$ cat src/rtl/hazard_sequencer.sv
// hazard_sequencer
//   Pipeline controller for the 5-stage core. Drives the enable/flush pairs of the
//   IF/ID, ID/EX, EX/MEM and MEM/WB latches and the PC enable. It sequences load-use
//   stalls, taken-branch flushes, imem/dmem wait states and the halt drain. It also
//   keeps a saturating count of stalled fetch cycles.
//
// Ports
//   CLK, nRST             clock (rising edge), async active-low reset
//   ihit, dhit            imem / dmem access completes this cycle
//   ifid_rs, ifid_rt,
//   ifid_uses_rt          source operands of the instruction in IF/ID
//   idex_dREN, idex_wsel  load flag and destination register of the ID/EX instruction
//   ex_br_taken           branch/jump resolved taken in EX
//   exmem_dREN/dWEN/halt  load / store / halt sitting in EX/MEM
//   pc_en, *_en, *_flush  latch controls (combinational, forced to 0 while nRST=0)
//   halt                  sticky processor-halted flag
//   stall_count           saturating count of pc_en=0 cycles outside DRAIN/HALTED
//
// state      | meaning
// -----------+-------------------------------------------------------------
// ST_RUN     | normal issue, all hazards checked
// ST_LDSTALL | single cycle after a load-use bubble, load-use check masked
// ST_BRWAIT  | taken branch waiting for the target fetch, pipe frozen
// ST_DRAIN   | halt reached EX/MEM, only MEM/WB advances for HALT_DRAIN cycles
// ST_HALTED  | everything frozen until reset

module hazard_sequencer #(
   parameter int STALL_W    = 16,
   parameter int HALT_DRAIN = 2
) (
   input  logic               CLK,
   input  logic               nRST,
   input  logic               ihit,
   input  logic               dhit,
   input  logic [4:0]         ifid_rs,
   input  logic [4:0]         ifid_rt,
   input  logic               ifid_uses_rt,
   input  logic               idex_dREN,
   input  logic [4:0]         idex_wsel,
   input  logic               ex_br_taken,
   input  logic               exmem_dREN,
   input  logic               exmem_dWEN,
   input  logic               exmem_halt,
   output logic               pc_en,
   output logic               ifid_en,
   output logic               ifid_flush,
   output logic               idex_en,
   output logic               idex_flush,
   output logic               exmem_en,
   output logic               exmem_flush,
   output logic               memwb_en,
   output logic               memwb_flush,
   output logic               halt,
   output logic [STALL_W-1:0] stall_count
);

   localparam int DW = (HALT_DRAIN > 1) ? $clog2(HALT_DRAIN) : 1;
   localparam logic [DW-1:0] DRAIN_LAST = (HALT_DRAIN > 1) ? DW'(HALT_DRAIN - 1) : '0;
   localparam logic [DW-1:0] DRAIN_ONE  = DW'(1);
   localparam logic [STALL_W-1:0] STALL_ONE = STALL_W'(1);

   // Control word bit order: {pc, ifid_en, ifid_flush, idex_en, idex_flush,
   //                          exmem_en, exmem_flush, memwb_en, memwb_flush}.
   // Where a flush is raised the matching enable may also be 1; the latch gives
   // flush priority, so it still loads a bubble.
   localparam logic [8:0] CTL_OFF    = 9'b0_0_0_0_0_0_0_0_0;
   localparam logic [8:0] CTL_NORMAL = 9'b1_1_0_1_0_1_0_1_0;
   localparam logic [8:0] CTL_HALT   = 9'b0_0_1_0_1_0_1_1_0;
   localparam logic [8:0] CTL_FROZEN = 9'b0_0_0_0_0_0_0_1_1;
   localparam logic [8:0] CTL_BRANCH = 9'b1_1_1_1_1_1_0_1_0;
   localparam logic [8:0] CTL_BUBBLE = 9'b0_0_0_1_1_1_0_1_0;
   localparam logic [8:0] CTL_DRAIN  = 9'b0_0_0_0_0_0_0_1_0;

   typedef enum logic [2:0] {
      ST_RUN     = 3'd0,
      ST_LDSTALL = 3'd1,
      ST_BRWAIT  = 3'd2,
      ST_DRAIN   = 3'd3,
      ST_HALTED  = 3'd4
   } state_t;

   state_t               state_q, state_d;
   logic [DW-1:0]        drain_cnt_q, drain_cnt_d;
   logic [STALL_W-1:0]   stall_count_q, stall_count_d;
   logic [8:0]           ctl;
   logic                 mem_busy;
   logic                 load_use;
   logic                 stall_state;

   assign mem_busy = (exmem_dREN | exmem_dWEN) & ~dhit;
   assign load_use = idex_dREN & (idex_wsel != 5'd0) &
                     ((idex_wsel == ifid_rs) | (ifid_uses_rt & (idex_wsel == ifid_rt)));

   always_comb begin
      state_d     = state_q;
      drain_cnt_d = drain_cnt_q;
      ctl         = CTL_OFF;
      case (state_q)
         ST_RUN, ST_LDSTALL: begin
            if (exmem_halt) begin
               ctl         = CTL_HALT;
               state_d     = ST_DRAIN;
               drain_cnt_d = '0;
            end else if (mem_busy) begin
               // Hold the current state so a pending LDSTALL survives the wait.
               ctl = CTL_FROZEN;
            end else if (ex_br_taken) begin
               if (ihit) begin
                  ctl     = CTL_BRANCH;
                  state_d = ST_RUN;
               end else begin
                  ctl     = CTL_FROZEN;
                  state_d = ST_BRWAIT;
               end
            end else if (load_use && (state_q == ST_RUN)) begin
               ctl     = CTL_BUBBLE;
               state_d = ST_LDSTALL;
            end else if (!ihit) begin
               ctl     = CTL_BUBBLE;
               state_d = ST_RUN;
            end else begin
               ctl     = CTL_NORMAL;
               state_d = ST_RUN;
            end
         end
         ST_BRWAIT: begin
            if (ihit) begin
               ctl     = CTL_BRANCH;
               state_d = ST_RUN;
            end else begin
               ctl = CTL_FROZEN;
            end
         end
         ST_DRAIN: begin
            ctl = CTL_DRAIN;
            if (drain_cnt_q == DRAIN_LAST) begin
               state_d     = ST_HALTED;
               drain_cnt_d = '0;
            end else begin
               drain_cnt_d = drain_cnt_q + DRAIN_ONE;
            end
         end
         ST_HALTED: begin
            ctl = CTL_OFF;
         end
         default: begin
            state_d     = ST_RUN;
            drain_cnt_d = '0;
         end
      endcase
   end

   assign stall_state = (state_q == ST_RUN) | (state_q == ST_LDSTALL) | (state_q == ST_BRWAIT);

   always_comb begin
      stall_count_d = stall_count_q;
      if (stall_state && !ctl[8] && (stall_count_q != '1)) begin
         stall_count_d = stall_count_q + STALL_ONE;
      end
   end

   always_ff @(posedge CLK or negedge nRST) begin
      if (!nRST) begin
         state_q       <= ST_RUN;
         drain_cnt_q   <= '0;
         stall_count_q <= '0;
      end else begin
         state_q       <= state_d;
         drain_cnt_q   <= drain_cnt_d;
         stall_count_q <= stall_count_d;
      end
   end

   assign {pc_en, ifid_en, ifid_flush, idex_en, idex_flush,
           exmem_en, exmem_flush, memwb_en, memwb_flush} = nRST ? ctl : CTL_OFF;
   assign halt        = (state_q == ST_HALTED);
   assign stall_count = stall_count_q;

endmodule

$ cat config.mk
export PLATFORM = sky130hd
export DESIGN_NAME = hazard_sequencer
export DESIGN_NICKNAME = d
export VERILOG_FILES = /design/src/rtl/hazard_sequencer.sv
export SDC_FILE = /design/constraint.sdc
export NUM_CORES = 1
export LEC_CHECK = 0
export ABC_AREA = 1
export CORE_MARGIN = 2
export CORE_UTILIZATION = 45
export CTS_CLUSTER_SIZE = 16
export DETAILED_ROUTE_END_ITERATION = 16
export PLACE_DENSITY = 0.75
export SLEW_MARGIN = 10
export SYNTH_ARGS = -nofsm -noshare
export SYNTH_HDL_FRONTEND = slang
export SYNTH_SLANG_ARGS = --single-unit
$ cat constraint.sdc
create_clock -name CLK -period 2.4 [get_ports CLK]
set_clock_uncertainty 0.1 [all_clocks]
set_input_delay 0.48 -clock CLK [delete_from_list [all_inputs] [get_ports CLK]]
set_output_delay 0.48 -clock CLK [all_outputs]
set_load 0.1 [all_outputs]
==> flow_summary.json, run 1 <==
{
  "status": "finished, final reports clean",
  "ys_ff_latch": 20,
  "layout.nets": 330,
  "maxSlewViolCount": 0,
  "chipWidth_um": 63.4,
  "clkTransAtPathRegs_ps": 110,
  "max_slew_margin": 0.706,
  "fin_crit_ps": 2370,
  "tritoncts": "done",
  "yosysUniqueCellTypes": 27,
  "grt_max_degree": 21,
  "crit_path_cell_trace": "nor2_4 -> nand4_1 -> a21oi_2 -> nand2_2 -> nand2_1 -> nand4_1 -> nand2_2 -> buf_12",
  "most-common-layout-cells": "nand2_1, buf_4, inv_1",
  "pwr_density_cell_nw_per_um2": 264,
  "critPathArrivalTime_ps": 1790,
  "vias_per_cell": 4.96,
  "post-route-period-util": 0.986,
  "syn_inst": 241,
  "clk_root_buffer_cell": "clkbuf_4",
  "power.leakage_nw": 1.25,
  "max_cap_viol_count": 0,
  "vias": 1731,
  "clock.fmax_mhz": 423,
  "mostFrequentLayoutCell": "nand2_1",
  "grt_pass1_wl_um": 7200,
  "die_y_um": 63.4,
  "drc": 0,
  "clock_path_buffers": 2,
  "detail_route.wl_per_cell_um": 12.3,
  "num_io_pins": 51,
  "avgSynthCellArea_um2": 6.60,
  "clock-sinks": 20,
  "fin_util": 0.708,
  "syn-num-nets": 267,
  "yosysWarnings": 0,
  "crit_type": "flip-flop to output port",
  "routed_wl_um": 4280,
  "clk_latency_ps": 300,
  "setup_viol": 0,
  "drtPass1Iterations": 4,
  "hold_class": "flip-flop to flip-flop",
  "cp-end-kind": "output port",
  "track_usage": 0.219,
  "ir_worst_vdd_v": 0.000248,
  "syn2layout_area_growth_pct": 49.6,
  "rsz0062_at_grt": "yes",
  "die_area_um2": 4030,
  "cp-start-kind": "flip-flop",
  "tightest_slew_ps": 440,
  "antenna_found_initial": 0,
  "htree_levels": 1,
  "postRouteAntennaNets": 0,
  "ys_seq_area_frac": 0.315,
  "overflow": 0,
  "hold_ws_ps": 421,
  "first_global_vias": 1640,
  "placeableCoreArea_um2": 3360,
  "drt_iter0_drc": 81,
  "hold_violations": 0,
  "antenna_cells": 0,
  "place_congestion": 0.821,
  "numCtsBuffers": 3,
  "worst_ep_required_time_ps": 1820,
  "dp_hpwl_um": 3310,
  "fp-row-count": 21,
  "start_util": 0.473,
  "drive_gt1_frac": 0.267,
  "crit_fanout": 6,
  "io_buffers": 50,
  "cp_slowest_cell": "dfrtp_2",
  "max_stage_delay_ps": 460,
  "netlist_area_um2": 1590,
  "critPathTopFamily": "simple AND/OR/NAND/NOR gates",
  "cp_num_buf_inv": 1
}
## sequential cells by signal, indices dropped and copies added (netlist names)
signal	count
state_q	3
stall_count	16
drain_cnt_q	1
## through the flow
stage	std cells	area [um^2]	setup WS [ps]	TNS, ps	total power [mW]
3_5_place_dp	342	2280	-197	-922	0.445
2_1_floorplan	241	1650	-319	-380	0.375
3_3_place_gp	342	2280	-169	-443	0.443
6_report	349	2380	33.7	0	0.628
4_1_cts	348	2340	0.917	0	0.635
5_1_grt	349	2380	-75.5	-90.0	0.663
## path summary, 6_finish.rpt
| kind | startpoint | end | slack [ps] | cells after the start |
|---|---|---|---|---|
| worst max register to register | stall_count[0] | stall_count[12] | 380 | 9 |
| max in group asynchronous | nRST | stall_count[0] | 1460 | 2 |
| min in group asynchronous | nRST | stall_count[7] | 500 | 2 |
| worst min-delay path | drain_cnt_q | drain_cnt_q | 420 | 2 |
| worst min register to register | drain_cnt_q | drain_cnt_q | 420 | 2 |
| worst max-delay path | state_q[2] | idex_flush | 30 | 8 |
## worst min-delay path: stages, from the launching register on
cell,delay [ps]
dfrtp_1,360
o21ai_0,80
nand2_1,60
## repair_timing
action,CTS,global route
hold buffers,0,0
endpoints found under the setup margin,5,7
gates resized for setup,27,13
pin swaps,14,12
buffers inserted,2,1
## where the power goes
part	leakage [nW]	internal [mW]	switching [mW]
combinational	0.962	0.0464	0.0502
sequential	0.269	0.337	0
clock	0.0210	0.0924	0.103
total	1.25	0.476	0.153
## area by class of cell
| type | count | area, um^2 |
|---|---|---|
| fillers | 300 | 983 |
| well taps | 46 | 57.6 |
| clock buffers | 4 | 36.3 |
| multi-input cells | 181 | 1010 |
| inverters | 35 | 131 |
| repair buffers | 63 | 639 |
| flip-flops and latches | 20 | 505 |
## layer usage
layer  up-vias  part of all wire  global-route usage
li1        878                 -                   -
met1       784              0.48               0.301
met2        63              0.44               0.364
met3         6             0.058              0.0321
met4         0             0.014              0.0516
met5         -                 0                   0
## synth_stat cells (all sizes together)
library cell  count  area share
nand2            89        0.22
inv              35       0.083
nor2             26       0.074
nand3            24       0.087
dfrtp            20        0.31
nand4             8       0.031
xnor2             7       0.039
xor2              7       0.039
o21ai             6       0.021
buf               5       0.031
nor3              5       0.016
a21oi             4       0.020
a31oi             1      0.0039
ha                1      0.0079
nand3b            1      0.0047
o21a              1      0.0047
o21bai            1      0.0047
## cells by family after synthesis
group | after synthesis | share of synthesized area
and+or+nand+nor | 153 | 0.433
buffers and inverters | 40 | 0.113
DFF | 20 | 0.315
xor gates and xnor gates | 14 | 0.0771
AOI/OAI and AO/OA | 13 | 0.0543
adders and majority gates | 1 | 0.00787
(Power assumes the default switching activity.)
==> inputs of run 2 (changes only) <==
Settings changed: PLACE_DENSITY 0.75 to 0.78.
==> run 2 against run 1 <==
Power about the same. Non-clock buffer count shrank 2. Register-to-register slack better by 40 ps. Sequential power about the same. Count of clock-buffer cells in the layout unchanged. Clock power about the same. Utilization fell by 1.1 points. Sequential cell count is the same. Worst hold slack got worse by 8.4 ps. Critical path depth is 2 lower. Global-route usage fell by 0.97 points. Critical endpoint unchanged.
==> flow_summary.json, run 2 (same netlist as run 1, synthesis figures left out) <==
{
  "route.met3.wl_um": 283,
  "place_congestion": 0.885,
  "chipWidth_um": 63.4,
  "top_layer": "met4",
  "tightest_slew_ps": 411,
  "track_usage": 0.210,
  "fin_crit_ps": 2320,
  "clkTransAtPathRegs_ps": 110,
  "critPathArrivalTime_ps": 1740,
  "tritoncts": "done",
  "cp_slowest_cell": "clkdlybuf4s50_1",
  "htree_levels": 1,
  "drive_gt1_frac": 0.249,
  "cp-start-kind": "input pin",
  "fin_util": 0.697,
  "ir_worst_vdd_v": 0.000258,
  "path_depth": 6,
  "num_io_pins": 51,
  "fp-row-count": 21,
  "antenna_found_initial": 0,
  "hold_violations": 0,
  "pwr_density_cell_nw_per_um2": 268,
  "vias_per_cell": 4.85,
  "crit_fanout": 5,
  "wl_met1_um": 1920,
  "layout.nets": 328,
  "clock-sinks": 20,
  "reg2reg_setup_slack_ps": 420,
  "mostFrequentLayoutCell": "nand2_1",
  "antenna_cells": 0,
  "place.detailed.instances": 341,
  "postCtsHoldBufs": 0,
  "hold_class": "flip-flop to flip-flop",
  "largest_reg_flops": 16,
  "dp_hpwl_um": 3190,
  "critPathTopFamily": "buffers and inverters",
  "placeableCoreArea_um2": 3360,
  "crit_type": "input pin to output port",
  "nFillCells": 306,
  "cp_num_buf_inv": 3,
  "post-route-period-util": 0.966,
  "final_cells": 347,
  "drc": 0,
  "vias": 1683,
  "syn2layout_area_growth_pct": 47.4,
  "final.setup.worst_slack_ps": 80.7,
  "rsz0062_at_grt": "no",
  "clk_latency_ps": 300,
  "clk_root_buffer_cell": "clkbuf_4",
  "wl_met2_um": 1780,
  "detail_route.wl_per_cell_um": 11.6,
  "fin_area_um2": 2340,
  "setup_viol": 0,
  "maxSlewViolCount": 0,
  "max_stage_delay_ps": 520,
  "grt_pass1_wl_um": 6930,
  "max_slew_margin": 0.725,
  "clock.fmax_mhz": 431,
  "die_y_um": 63.4,
  "overflow": 0,
  "drt_iter0_drc": 76,
  "drtPass1Iterations": 4,
  "clock_path_buffers": 2,
  "reg2regPathDepth": 9,
  "worstHoldPathCells": 2,
  "placed_area_um2": 2270,
  "hold_ws_ps": 412,
  "grt_max_degree": 21,
  "status": "finished, final reports clean",
  "pre_cts_slack_ps": -181,
  "crit_path_cell_trace": "clkdlybuf4s50_1 -> inv_1 -> nor2_4 -> nand4_1 -> nand2_2 -> buf_12",
  "cp-end-kind": "output port",
  "start_util": 0.473,
  "most-common-layout-cells": "nand2_1, inv_1, buf_4",
  "worst_ep_required_time_ps": 1820,
  "io_buffers": 50,
  "max_cap_viol_count": 0,
  "first_global_vias": 1572,
  "die_area_um2": 4030,
  "postRouteAntennaNets": 0,
  "routed_wl_um": 4020,
  "numCtsBuffers": 3,
  "power.leakage_nw": 1.25
}
## run 2: final timing paths
path,start,endpoint
min in group asynchronous,nRST,stall_count[11]
max in group asynchronous,nRST,state_q[2]
worst max register to register,stall_count[0],stall_count[12]
worst min register to register,drain_cnt_q,drain_cnt_q
worst max-delay path,nRST,idex_flush
worst min-delay path,drain_cnt_q,drain_cnt_q
## run 2: worst min-delay path, stage by stage (launching register included)
cell and delay [ps]:
dfrtp_1 360, o21ai_0 80, nand2_1 50
## run 2: repair_timing
| item | in CTS | in global routing |
|---|---|---|
| setup buffers | 1 | 1 |
| hold endpoints to repair | 0 | 0 |
| pin swaps | 13 | 11 |
| resized for setup | 24 | 11 |
| setup endpoints to repair | 5 | 5 |
## run 2: area by class of cell
cell class	count	area [um^2]	area share
sequential	20	505	0.216
timing repair buffer	61	628	0.268
multi-input combinational	181	985	0.420
inverter	35	131	0.0561
clock buffer	4	36.3	0.0155
tap	46	57.6	0.0246
## run 2: per-stage QoR
| stage | power (mW) | setup TNS, ps |
|---|---|---|
| 4_1_cts | 0.635 | 0 |
| 6_report | 0.628 | 0 |
| 5_1_grt | 0.654 | 0 |
| 3_5_place_dp | 0.443 | -636 |
| 3_3_place_gp | 0.441 | -498 |
| 2_1_floorplan | 0.375 | -380 |
## run 2: report_power, final
part | internal [mW] | leakage (nW) | switching [mW] | total [mW]
Sequential | 0.337 | 0.269 | 0 | 0.337
Clock | 0.0926 | 0.0210 | 0.105 | 0.197
Combinational | 0.0458 | 0.963 | 0.0486 | 0.0944
Total | 0.475 | 1.25 | 0.153 | 0.628
## run 2: metal layers
| metal | global-route usage | vias to the layer above |
|---|---|---|
| met2 | 0.317 | 52 |
| li1 | - | 873 |
| met1 | 0.302 | 753 |
| met5 | 0 | - |
| met3 | 0.0464 | 5 |
| met4 | 0.0571 | 0 |
==> variant (flow settings as in run 1) <==
Re-encode `state_t` (5 states) as one-hot, 5 bits wide.
--- a/src/rtl/hazard_sequencer.sv
+++ b/src/rtl/hazard_sequencer.sv
@@ -73,8 +73,8 @@
 
-   typedef enum logic [2:0] {
-      ST_RUN     = 3'd0,
-      ST_LDSTALL = 3'd1,
-      ST_BRWAIT  = 3'd2,
-      ST_DRAIN   = 3'd3,
-      ST_HALTED  = 3'd4
+   typedef enum logic [4:0] {
+      ST_RUN     = 5'b00001,
+      ST_LDSTALL = 5'b00010,
+      ST_BRWAIT  = 5'b00100,
+      ST_DRAIN   = 5'b01000,
+      ST_HALTED  = 5'b10000
    } state_t;
Function: no difference found for any inputs over 10 cycles, from zero or initial values and one cycle with nRST low; not proved beyond that.
==> variant against run 1 <==
The flow now finishes with violations (negative setup slack). Non-clock buffer count grew 13. Synthesized area rose by 13%. Core utilization grew 0.90 points. Design area increased by 13%. Sequential cell count increased by 2. Final cell count is 12% higher. Global-route usage is 2.7 points higher. Count of clock-buffer cells in the layout unchanged. Sequential share of layout area is 0.58 points lower. Setup slack lost 66 ps. Critical path type is now in2out. First-iteration DRC count unchanged. Routed wire length up 17%.
Power is left out: it rests on default switching activity, and per cell area and clock period it moved more than threefold.
==> variant: results (changes against run 1) <==
INFO  metric outcome = finished with violations (was finished, final reports clean)
INFO  metric failing_checks = negative setup slack
INFO  metric yosys_most_used_dff = dfrtp_1 (unchanged)
INFO  metric cts.reportedPaths.clkPinSlew = 80 ps (was 110 ps)
INFO  metric place.port_buffers = 50 (unchanged)
INFO  metric worst_skew_pair.late_latency = 270 ps (was 300 ps)
INFO  metric synth.yosys.seq_area_share = 30.7% (was 31.5%)
INFO  metric final.setup.worst_slack = -32.5 ps (was 33.7 ps)
INFO  metric worst_r2r_startpoint = state_q[4] (was stall_count[0])
INFO  metric cp_max_fo = 2 (was 6)
INFO  metric htree_levels = 1 (unchanged)
INFO  metric detail_route.first_pass.iterations = 4 (unchanged)
INFO  metric design.final.nets = 370 (was 330)
INFO  metric detail_route.iter0.violations = 81 (unchanged)
INFO  metric ant_diodes = 0 (unchanged)
INFO  metric critPathLaunch = exmem_halt (was state_q[2])
INFO  metric drt-total-wl = 5.01 mm (was 4.28 mm)
INFO  metric clock_tree.root_cell = clkbuf_8 (was clkbuf_4)
INFO  metric worstHoldStart = drain_cnt_q (unchanged)
INFO  metric routabilityCongestion = 0.918 (was 0.821)
INFO  metric grt_antenna_before_repair = 0 (unchanged)
INFO  metric maxSlewHeadroom = 68.1% (was 70.6%)
INFO  metric layout.filler_cells = 316 (was 300)
INFO  metric avgViaCountPerCell = 5.00 (was 4.96)
INFO  metric placement.cell_area = 2490 µm² (was 2280 µm²)
INFO  metric number_of_library_cell_types_mapped_by_synthesis = 29 (was 27)
INFO  metric track_usage = 24.6% (was 21.9%)
INFO  metric critical_path_arrival = 1850 ps (was 1790 ps)
INFO  metric yosys_warnings = 0 (unchanged)
INFO  metric pre_cts_slack = -212 ps (was -197 ps)
INFO  metric groute.layer.met3.usage = 2.17% (was 3.21%)
INFO  metric grt.met1_usage = 29.1% (was 30.1%)
INFO  metric share_of_synthesized_flip_flops_with_an_asynchronous_set_or_reset = 100% (unchanged)
INFO  metric timing.hold.worst.class = reg2reg (unchanged)
INFO  metric cts.path.max_buffers = 2 (unchanged)
INFO  metric synth.net_count = 294 (was 267)
INFO  metric final_layout_size_suffix_gt1_share = 33.2% (was 26.7%)
INFO  metric largest_register_ff_count = 16 (unchanged)
INFO  metric grt.met2_usage = 44.4% (was 36.4%)
INFO  metric top_cells_by_instance_count_after_synthesis = nand2_1 (72), inv_1 (37), nand3_1 (29) (was nand2_1 (88), inv_1 (29), nand3_1 (22), nor2_1 (22), dfrtp_1 (20))
INFO  metric grt_pass1_vias = 1912 (was 1640)
INFO  metric setup-violations-final = 3 (was 0)
INFO  metric netlist_top_cells_area = dfrtp_1 (29%), nand2_1 (15%), nand3_1 (8.1%) (was dfrtp_1 (31%), nand2_1 (21%), nand3_1 (6.9%))
INFO  metric detailed_place_hpwl = 3.52 mm (was 3.31 mm)
INFO  metric cts-buffers-inserted = 3 (unchanged)
INFO  metric grt_max_degree = 23 (was 21)
INFO  metric first_pass_grt_wire_length = 8.41 mm (was 7.20 mm)
-- variant: cell types whose count changed in the layout (fill, tap and decap cells not counted), sizes merged, moves of 2 or more --
cell | run 1 | this run
nand3 | 24 | 30
buf | 39 | 52
xnor2 | 7 | 5
clkdlybuf4s50 | 3 | 5
a21oi | 4 | 2
nor3 | 5 | 14
nand2 | 89 | 94
nor2 | 26 | 24
inv | 35 | 44
-- variant: area by class of cell --
type | count | area, µm² | area share, %
Multi-Input combinational cell | 197 | 1110 | 41.3
Timing Repair Buffer | 76 | 739 | 27.6
Sequential cell | 22 | 554 | 20.7
Inverter | 44 | 165 | 6.16
Tap cell | 48 | 60.1 | 2.24
Clock buffer | 4 | 55.1 | 2.05
-- variant: path summary, 6_finish.rpt --
path,to,slack (ps),depth (start not counted)
max,ifid_en,-30,6
min,drain_cnt_q,420,2
max reg2reg,stall_count[4],260,11
min reg2reg,drain_cnt_q,420,2
max in group asynchronous,state_q[0],1430,2
min in group asynchronous,state_q[2],500,2
-- variant: layer usage --
layer / vias to the layer above / wire length [µm]
met2: 48 / 2700
li1: 994 / -
met4: 0 / 140
met3: 15 / 135
met5: - / 0
met1: 897 / 2030
-- variant: logic make-up after synthesis --
group / share of synthesized area [%]
AND/OR/NAND/NOR: 45.3
AO/OA/AOI/OAI: 5.09
adder cells (fa/ha/maj): 0.697
flip-flops: 30.7
XOR/XNOR: 6.34
buffers and inverters: 11.8
-- variant: critical path, stage by stage --
cell	delay [ps]
clkdlybuf4s50_1	460
nand3b_1	230
o21ai_4	200
nand3_4	120
nor2_4	170
buf_12	200
-- variant: per-stage QoR --
stage | TNS [ps] | util, % | hold WS, ps | std cells
finish | -81.8 | 71.7 | 421 | 391
global route | -716 | 71.7 | 457 | 391
CTS | -19.6 | 71.3 | 416 | 390
detailed placement | -2240 | 66.6 | 394 | 372
global placement | -1320 | 66.6 | 367 | 372
floorplan | -1700 | - | 84.4 | 268
-- variant: repair_timing --
| item | CTS | global route |
|---|---|---|
| setup buffers | 14 | 1 |
| pin swaps | 13 | 2 |
| setup endpoints to repair | 7 | 8 |
| resized for setup | 26 | 7 |
